===== src/rtl/target_seq_pkg.sv =====
// Shared encodings, register-block defaults and pin decode for the target power sequencer.
package target_seq_pkg;

    localparam int unsigned STATE_W = 3;

    typedef enum logic [STATE_W-1:0] {
        SEQ_OFF       = 3'd0,
        SEQ_SETTLE    = 3'd1,
        SEQ_RST_HOLD  = 3'd2,
        SEQ_ON        = 3'd3,
        SEQ_DISCHARGE = 3'd4
    } seq_state_e;

    localparam logic [STATE_W-1:0] ST_OFF       = 3'd0;
    localparam logic [STATE_W-1:0] ST_SETTLE    = 3'd1;
    localparam logic [STATE_W-1:0] ST_RST_HOLD  = 3'd2;
    localparam logic [STATE_W-1:0] ST_ON        = 3'd3;
    localparam logic [STATE_W-1:0] ST_DISCHARGE = 3'd4;

    localparam int unsigned DEF_SETTLE = 1000;
    localparam int unsigned DEF_RST    = 100;
    localparam int unsigned DEF_OFF    = 10000;

    typedef struct packed {
        logic npower;
        logic highz;
        logic drive_en;
        logic nrst;
        logic inhibit;
        logic busy;
    } pin_ctrl_t;

    localparam pin_ctrl_t PINS_RESET = '{npower: 1'b1, highz: 1'b1, drive_en: 1'b0,
                                         nrst: 1'b1, inhibit: 1'b1, busy: 1'b0};

    // Target-facing pin levels for each sequencer state.
    function automatic pin_ctrl_t decode_pins(input logic [STATE_W-1:0] st);
        pin_ctrl_t p;
        p = PINS_RESET;
        case (st)
            ST_SETTLE, ST_RST_HOLD: begin
                p.npower   = 1'b0;
                p.highz    = 1'b0;
                p.drive_en = 1'b1;
                p.nrst     = 1'b0;
                p.inhibit  = 1'b1;
                p.busy     = 1'b1;
            end
            ST_ON: begin
                p.npower   = 1'b0;
                p.highz    = 1'b0;
                p.drive_en = 1'b0;
                p.nrst     = 1'b1;
                p.inhibit  = 1'b0;
                p.busy     = 1'b0;
            end
            ST_DISCHARGE: begin
                p.busy     = 1'b1;
            end
            default: p = PINS_RESET;
        endcase
        return p;
    endfunction

endpackage


===== src/rtl/target_pwr_seq_down_counter.sv =====
// Shared dwell down-counter: loads on state entry, counts to zero and holds there.
module seq_down_counter #(
    parameter int unsigned CNT_W = 24
) (
    input  logic             clk,
    input  logic             reset_n,
    input  logic             load,
    input  logic [CNT_W-1:0] load_val,
    output logic             zero_c
);

    logic [CNT_W-1:0] cnt_q;

    always_ff @(posedge clk or negedge reset_n) begin
        if (!reset_n) begin
            cnt_q <= '0;
        end else if (load) begin
            cnt_q <= load_val;
        end else if (cnt_q != '0) begin
            cnt_q <= cnt_q - CNT_W'(1);
        end
    end

    assign zero_c = (cnt_q == '0);

endmodule


===== src/rtl/target_pwr_seq.sv =====
// Target power/reset sequencer: power-up with nRST hold, reset pulses, enforced off time.
module target_pwr_seq
    import target_seq_pkg::*;
#(
    parameter int unsigned CNT_W = 24
) (
    input  logic             clk,
    input  logic             reset_n,
    input  logic             pwr_en,
    input  logic             autorst,
    input  logic             rst_req,
    input  logic [CNT_W-1:0] settle_cycles,
    input  logic [CNT_W-1:0] rst_cycles,
    input  logic [CNT_W-1:0] off_cycles,
    output logic             target_npower,
    output logic             target_highz,
    output logic             nrst_drive_en,
    output logic             nrst_out,
    output logic             trig_inhibit,
    output logic             busy,
    output logic             ready_pulse,
    output logic [2:0]       state_o
);

    logic [STATE_W-1:0] state_q;
    logic [STATE_W-1:0] state_nxt;
    logic               cnt_load;
    logic [CNT_W-1:0]   cnt_load_val;
    logic               cnt_zero_c;
    pin_ctrl_t          pins_nxt;
    pin_ctrl_t          pins_q;
    logic               ready_nxt;
    logic               ready_q;

    // A configured count of zero still dwells one cycle.
    function automatic logic [CNT_W-1:0] dwell_load(input logic [CNT_W-1:0] cfg);
        return (cfg == '0) ? '0 : cfg - CNT_W'(1);
    endfunction

    seq_down_counter #(
        .CNT_W (CNT_W)
    ) u_cnt (
        .clk      (clk),
        .reset_n  (reset_n),
        .load     (cnt_load),
        .load_val (cnt_load_val),
        .zero_c   (cnt_zero_c)
    );

    // Next state, counter load on entry, and next registered output values.
    always_comb begin
        state_nxt    = state_q;
        cnt_load_val = '0;
        case (state_q)
            ST_OFF: begin
                if (pwr_en) state_nxt = ST_SETTLE;
            end
            ST_SETTLE: begin
                if (!pwr_en)         state_nxt = ST_DISCHARGE;
                else if (cnt_zero_c) state_nxt = autorst ? ST_RST_HOLD : ST_ON;
            end
            ST_RST_HOLD: begin
                if (!pwr_en)         state_nxt = ST_DISCHARGE;
                else if (cnt_zero_c) state_nxt = ST_ON;
            end
            ST_ON: begin
                if (!pwr_en)      state_nxt = ST_DISCHARGE;
                else if (rst_req) state_nxt = ST_RST_HOLD;
            end
            ST_DISCHARGE: begin
                if (cnt_zero_c) state_nxt = ST_OFF;
            end
            default: state_nxt = ST_OFF;
        endcase

        cnt_load = (state_nxt != state_q);
        case (state_nxt)
            ST_SETTLE:    cnt_load_val = dwell_load(settle_cycles);
            ST_RST_HOLD:  cnt_load_val = dwell_load(rst_cycles);
            ST_DISCHARGE: cnt_load_val = dwell_load(off_cycles);
            default:      cnt_load_val = '0;
        endcase

        pins_nxt  = decode_pins(state_nxt);
        ready_nxt = (state_nxt == ST_ON) && (state_q != ST_ON);
    end

    // Outputs are registered alongside the state so they change on the same edge.
    always_ff @(posedge clk or negedge reset_n) begin
        if (!reset_n) begin
            state_q <= ST_OFF;
            pins_q  <= PINS_RESET;
            ready_q <= 1'b0;
        end else begin
            state_q <= state_nxt;
            pins_q  <= pins_nxt;
            ready_q <= ready_nxt;
        end
    end

    assign target_npower = pins_q.npower;
    assign target_highz  = pins_q.highz;
    assign nrst_drive_en = pins_q.drive_en;
    assign nrst_out      = pins_q.nrst;
    assign trig_inhibit  = pins_q.inhibit;
    assign busy          = pins_q.busy;
    assign ready_pulse   = ready_q;
    assign state_o       = state_q;

endmodule


===== config.mk =====
export PLATFORM = sky130hd
export DESIGN_NAME = target_pwr_seq
export DESIGN_NICKNAME = d
export VERILOG_FILES = /design/src/rtl/target_seq_pkg.sv /design/src/rtl/target_pwr_seq_down_counter.sv /design/src/rtl/target_pwr_seq.sv
export SDC_FILE = /design/constraint.sdc
export NUM_CORES = 1
export LEC_CHECK = 0
export BUFFER_PORTS_ARGS = -buffer_cell sky130_fd_sc_hd__buf_2
export CAP_MARGIN = 0
export CORE_MARGIN = 2
export CORE_UTILIZATION = 59
export DETAILED_ROUTE_END_ITERATION = 8
export PLACE_DENSITY_LB_ADDON = 0.2
export SYNTH_ARGS = -nofsm -noshare
export SYNTH_HDL_FRONTEND = slang
export SYNTH_SLANG_ARGS = --single-unit
export TNS_END_PERCENT = 5

===== constraint.sdc =====
create_clock -name clk -period 5 [get_ports clk]
set_input_delay 1.25 -clock clk [delete_from_list [all_inputs] [get_ports clk]]
set_output_delay 1.25 -clock clk [all_outputs]
set_load 0.02 [all_outputs]

==> reports/results.md <==
| Group | Parameter | Reported |
| --- | --- | --- |
| logic synthesis | Synthesis warning total | 0 |
| logic synthesis | Area share of the largest cell type after synthesis | 0.220 |
| logic synthesis | Primary flip-flop cell chosen by synthesis mapping | dfrtp_1 |
| sta | Setup-violating endpoint count in the final report | 0 |
| critical path | Critical-path maximum fanout | 23 |
| routing | Number of DRC violations after detailed routing | 0 |
| critical path | Critical path, cell by cell | buf_2 -> nor4_1 -> nand2_1 -> or3_1 -> o21ai_2 -> inv_1 -> a222oi_1 -> o22ai_1 |
| global routing | Initial antenna violation count | 0 |
| sta | Maximum clock frequency | 266 MHz |
| cts | Total setup buffers inserted after CTS | 0 |
| cts | Hold-fix buffers, CTS | 0 |
| power | Max VDD drop | 0.256 mV |
| min path | Type of the worst min-delay path | reg2reg |
| floorplan | Starting density of the core | 0.617 |
| floorplan | Floorplan row count | 27 |
| critical path | Critical path origin | off_cycles[10] |
| layout | Antenna diode instance count | 0 |
| cts | Later-pin clock latency in the skew report | 0.28 ns |
| critical path | Worst setup SP type | input port |
| placement | Number of port buffers | 86 |
| layout | Proportion of layout cells with a drive suffix above 1 | 0.234 |
| logic synthesis | Post-synthesis instance total | 421 |
| routing | Total via count after detailed routing | 3,506 |
| outcome | Run status | completed |
| placement | Global placer's final weighted congestion | 0.925 |
| global routing | First-pass GRT wire length | 15,200 um |
| sta | Min Clock Period, post-route | 3.76 ns |
| cts | Htree depth | 2 |
| flow run | Maximum capacitance violations | 0 |
| layout | Layout area overhead | 16.4% |
| layout | Most common library cell in the layout ignoring fill and taps | buf_2 |
| placement | Estimated wirelength of the detail-placed design | 7410 um |
| routing | Ratio of routed vias to standard cells | 6.13 |
| layout | Final #Nets | 583 |
| critical path | Critical path capture point type | flip-flop |
| floorplan | Number of top-level design ports | 87 |
| critical path | Buf+Inv Stages, Crit Path | 2 |
| logic synthesis | Portion of the post-synthesis area used by sequential elements | 0.243 |
| layout | Top library cells by usage in the layout, fill and taps aside | 86 x buf_2, 48 x xnor2_1, 46 x nor2_1, 34 x xor2_1 |
| routing | Iter 0 DRT Violations | 193 |
| sta | Clock skew | 0.00685 ns |
| critical path | Worst reg2reg path startpoint | u_cnt.cnt_q[0] |
| sta | RSZ-0062 raised after global routing | no |
| cts | Post-cts sizing count | 0 |
| logic synthesis | Total nets after synthesis | 505 |
| logic synthesis | Syn Std Cell Area | 0.00342 mm^2 |
| logic synthesis | Post-synthesis average cell area | 8.12 um^2 |
| global routing | Global-route usage over all layers | 0.305 |
| global routing | Total overflow reported by the global router | 0 |
| sta | Transition time at the pin with the least slew margin | 0.967 ns |
| logic synthesis | Post-synthesis xor/xnor area fraction | 0.210 |
| critical path | Critical Path Max Stage Delay | 0.66 ns |
| cts | Clk sink count | 33 |
| routing | Count of nets left with antenna violations after detail routing | 0 |
| placement | Total cell area at the placement stage | 0.00386 mm^2 |
| sta | Relative slew slack | 0.349 |
| logic synthesis | Most area-consuming cells after synthesis | dfrtp_1 22%, xnor2_1 12%, xor2_1 8.7%, o22ai_1 5.5%, nor2_1 5.0% |
| cts | Number of buffers inserted during clock tree synthesis | 5 |
| cts | Buffer levels on the longest clock path | 2 |
| power | Leakage power figure | 1.57 nW |
| global routing | Number of global-route vias before repair | 3,260 |
| routing | First drt pass iteration count | 5 |
| global routing | Largest net degree at the start of global routing | 34 |
| logic synthesis | Multiplexer share of the synthesized area | 0.00622 |
| floorplan | Area of the die | 0.00642 mm^2 |
| sta | Pins Over Slew Limit | 0 |
| critical path | Critical path required time | 5.13 ns |
| logic synthesis | Adder and majority cell fraction of the synthesized area | 0.0256 |
| logic synthesis | Fraction of the mapped netlist area in simple logic gates | 0.306 |
| layout | Post-route design area | 0.00398 mm^2 |
| layout | Filler cell count | 478 |
| cts | Clock edge transition at the registers on the reported setup and hold paths | 0.06 ns |
| logic synthesis | Leading area contributor after synthesis | dfrtp_1 |
| logic synthesis | Count of flip-flops with a built-in enable after synthesis | 0 |
| critical path | Top Family by Delay on Critical Path | simple AND/OR/NAND/NOR gates |
| logic synthesis | Flip-flop and latch count after synthesis | 33 |
| floorplan | Die span in x | 80.1 um |
| logic synthesis | Combinational family with the most area after synthesis | simple AND/OR/NAND/NOR gates |
| critical path | Slowest cell on the critical path | nor4_1 |
| critical path | WP data arrival | 3.88 ns |
| logic synthesis | Post-synthesis compound-gate area fraction | 0.171 |
| sta | Setup TNS after final layout | 0 ns |
| sta | Count of endpoints failing hold in the final timing report | 0 |
| layout | Utilization after layout | 0.718 |
| power | P per Cell Area | 382 mW/mm^2 |
| min path | Startpoint of the tightest hold check path | u_cnt.cnt_q[22] |
| logic synthesis | Proportion of register bits with asynchronous set or reset after synthesis | 1.00 |
| sta | Fraction of the cycle the final worst path needs | 0.751 |
| routing | Total wirelength of the detailed-routed design | 9290 um |
| cts | Clock tree from TritonCTS | built |
| floorplan | Area inside the core boundary | 0.00554 mm^2 |
| logic synthesis | Number of library cell types mapped by synthesis | 53 |
| critical path | Critical setup path kind | in2reg |
| routing | Average wire per standard cell | 16.2 um |
| cts | Buffer cell driving the clock tree root | clkbuf_8 |
| floorplan | Overall die height | 80.1 um |
metrics by stage:
stage                     power (W)  setup WS [ns]  instances  hold WS [ns]
after floorplan             0.00106           1.59        421         0.548
after global placement      0.00123           1.03        564         0.574
after detailed placement    0.00126           1.02        564         0.581
after CTS                   0.00152           1.31        572         0.595
after global routing        0.00163           1.06        572         0.613
final                       0.00152           1.24        572         0.592
logic make-up after synthesis:
family          count (synthesis)
compound gates                 85
xor+xnor                       82
fa+ha+maj                       7
buf+inv                        29
flops                          33
mux                             2
simple gates                  183
per-layer routing:
layer	GRT usage	up-vias	share of wire
met5	0	-	0
met3	0.0303	11	0.056
met2	0.544	117	0.50
met1	0.391	1646	0.43
met4	0.0797	0	0.015
li1	-	1732	-
power breakdown:
part / total, W / leakage, nW / switching, W / internal, W
registers: 0.000476 / 0.419 / 0.000107 / 0.000369
logic: 0.000794 / 1.09 / 0.000471 / 0.000323
clock network: 0.000252 / 0.0585 / 0.0000892 / 0.000162
total: 0.00152 / 1.57 / 0.000668 / 0.000854
registers in the layout, summed over array words and instances, names as in the netlist:
| signal | count |
|---|---|
| u_cnt.cnt_q | 24 |
| state_o | 3 |
| busy | 1 |
| nrst_drive_en | 1 |
| nrst_out | 1 |
| ready_pulse | 1 |
| target_highz | 1 |
| trig_inhibit | 1 |
cell type report:
class / instances / area, um^2 / share of cell area
inverters: 13 / 48.8 / 0.0123
clock inverters: 1 / 30.0 / 0.00754
clock buffers: 7 / 86.3 / 0.0217
repair buffers: 87 / 438 / 0.110
well taps: 72 / 90.1 / 0.0226
flip-flops and latches: 33 / 830 / 0.208
multi-input cells: 359 / 2460 / 0.617
worst reg2reg max path, stage by stage (launching register included):
cell and delay, ns:
dfrtp_1 0.43, inv_1 0.09, ha_1 0.18, or3b_2 0.56
nor4_4 0.37, a21oi_1 0.28, o21ai_2 0.75, inv_1 0.15
a222oi_1 0.54, o22ai_1 0.14
cells in the mapped netlist, types with 3 or more instances:
cell / count
nor2_1: 46
xnor2_1: 48
or3_1: 6
nor4_1: 26
clkbuf_1: 4
nor4_4: 4
o22ai_1: 30
o21ai_0: 4
inv_1: 13
or4_1: 8
nand3b_1: 4
a221oi_1: 13
a21oi_1: 18
xor2_1: 34
nand2_1: 23
buf_2: 10
ha_1: 7
or2_2: 4
o31ai_1: 5
nand2b_1: 7
nor3_1: 27
dfrtp_1: 30
dfstp_2: 3
nand3_1: 8
nand4b_1: 3
or4_4: 3
worst paths after layout:
kind / endpoint / slack, ns / depth (start not counted)
setup reg to reg: u_cnt.cnt_q[4] / 1.34 / 9
min in group asynchronous: u_cnt.cnt_q[4] / 1.01 / 1
hold / removal: u_cnt.cnt_q[22] / 0.59 / 2
setup / recovery: u_cnt.cnt_q[4] / 1.24 / 8
hold reg to reg: u_cnt.cnt_q[22] / 0.59 / 2
max in group asynchronous: u_cnt.cnt_q[11] / 3.53 / 1
No activity file was read; power rests on OpenSTA's default activity.
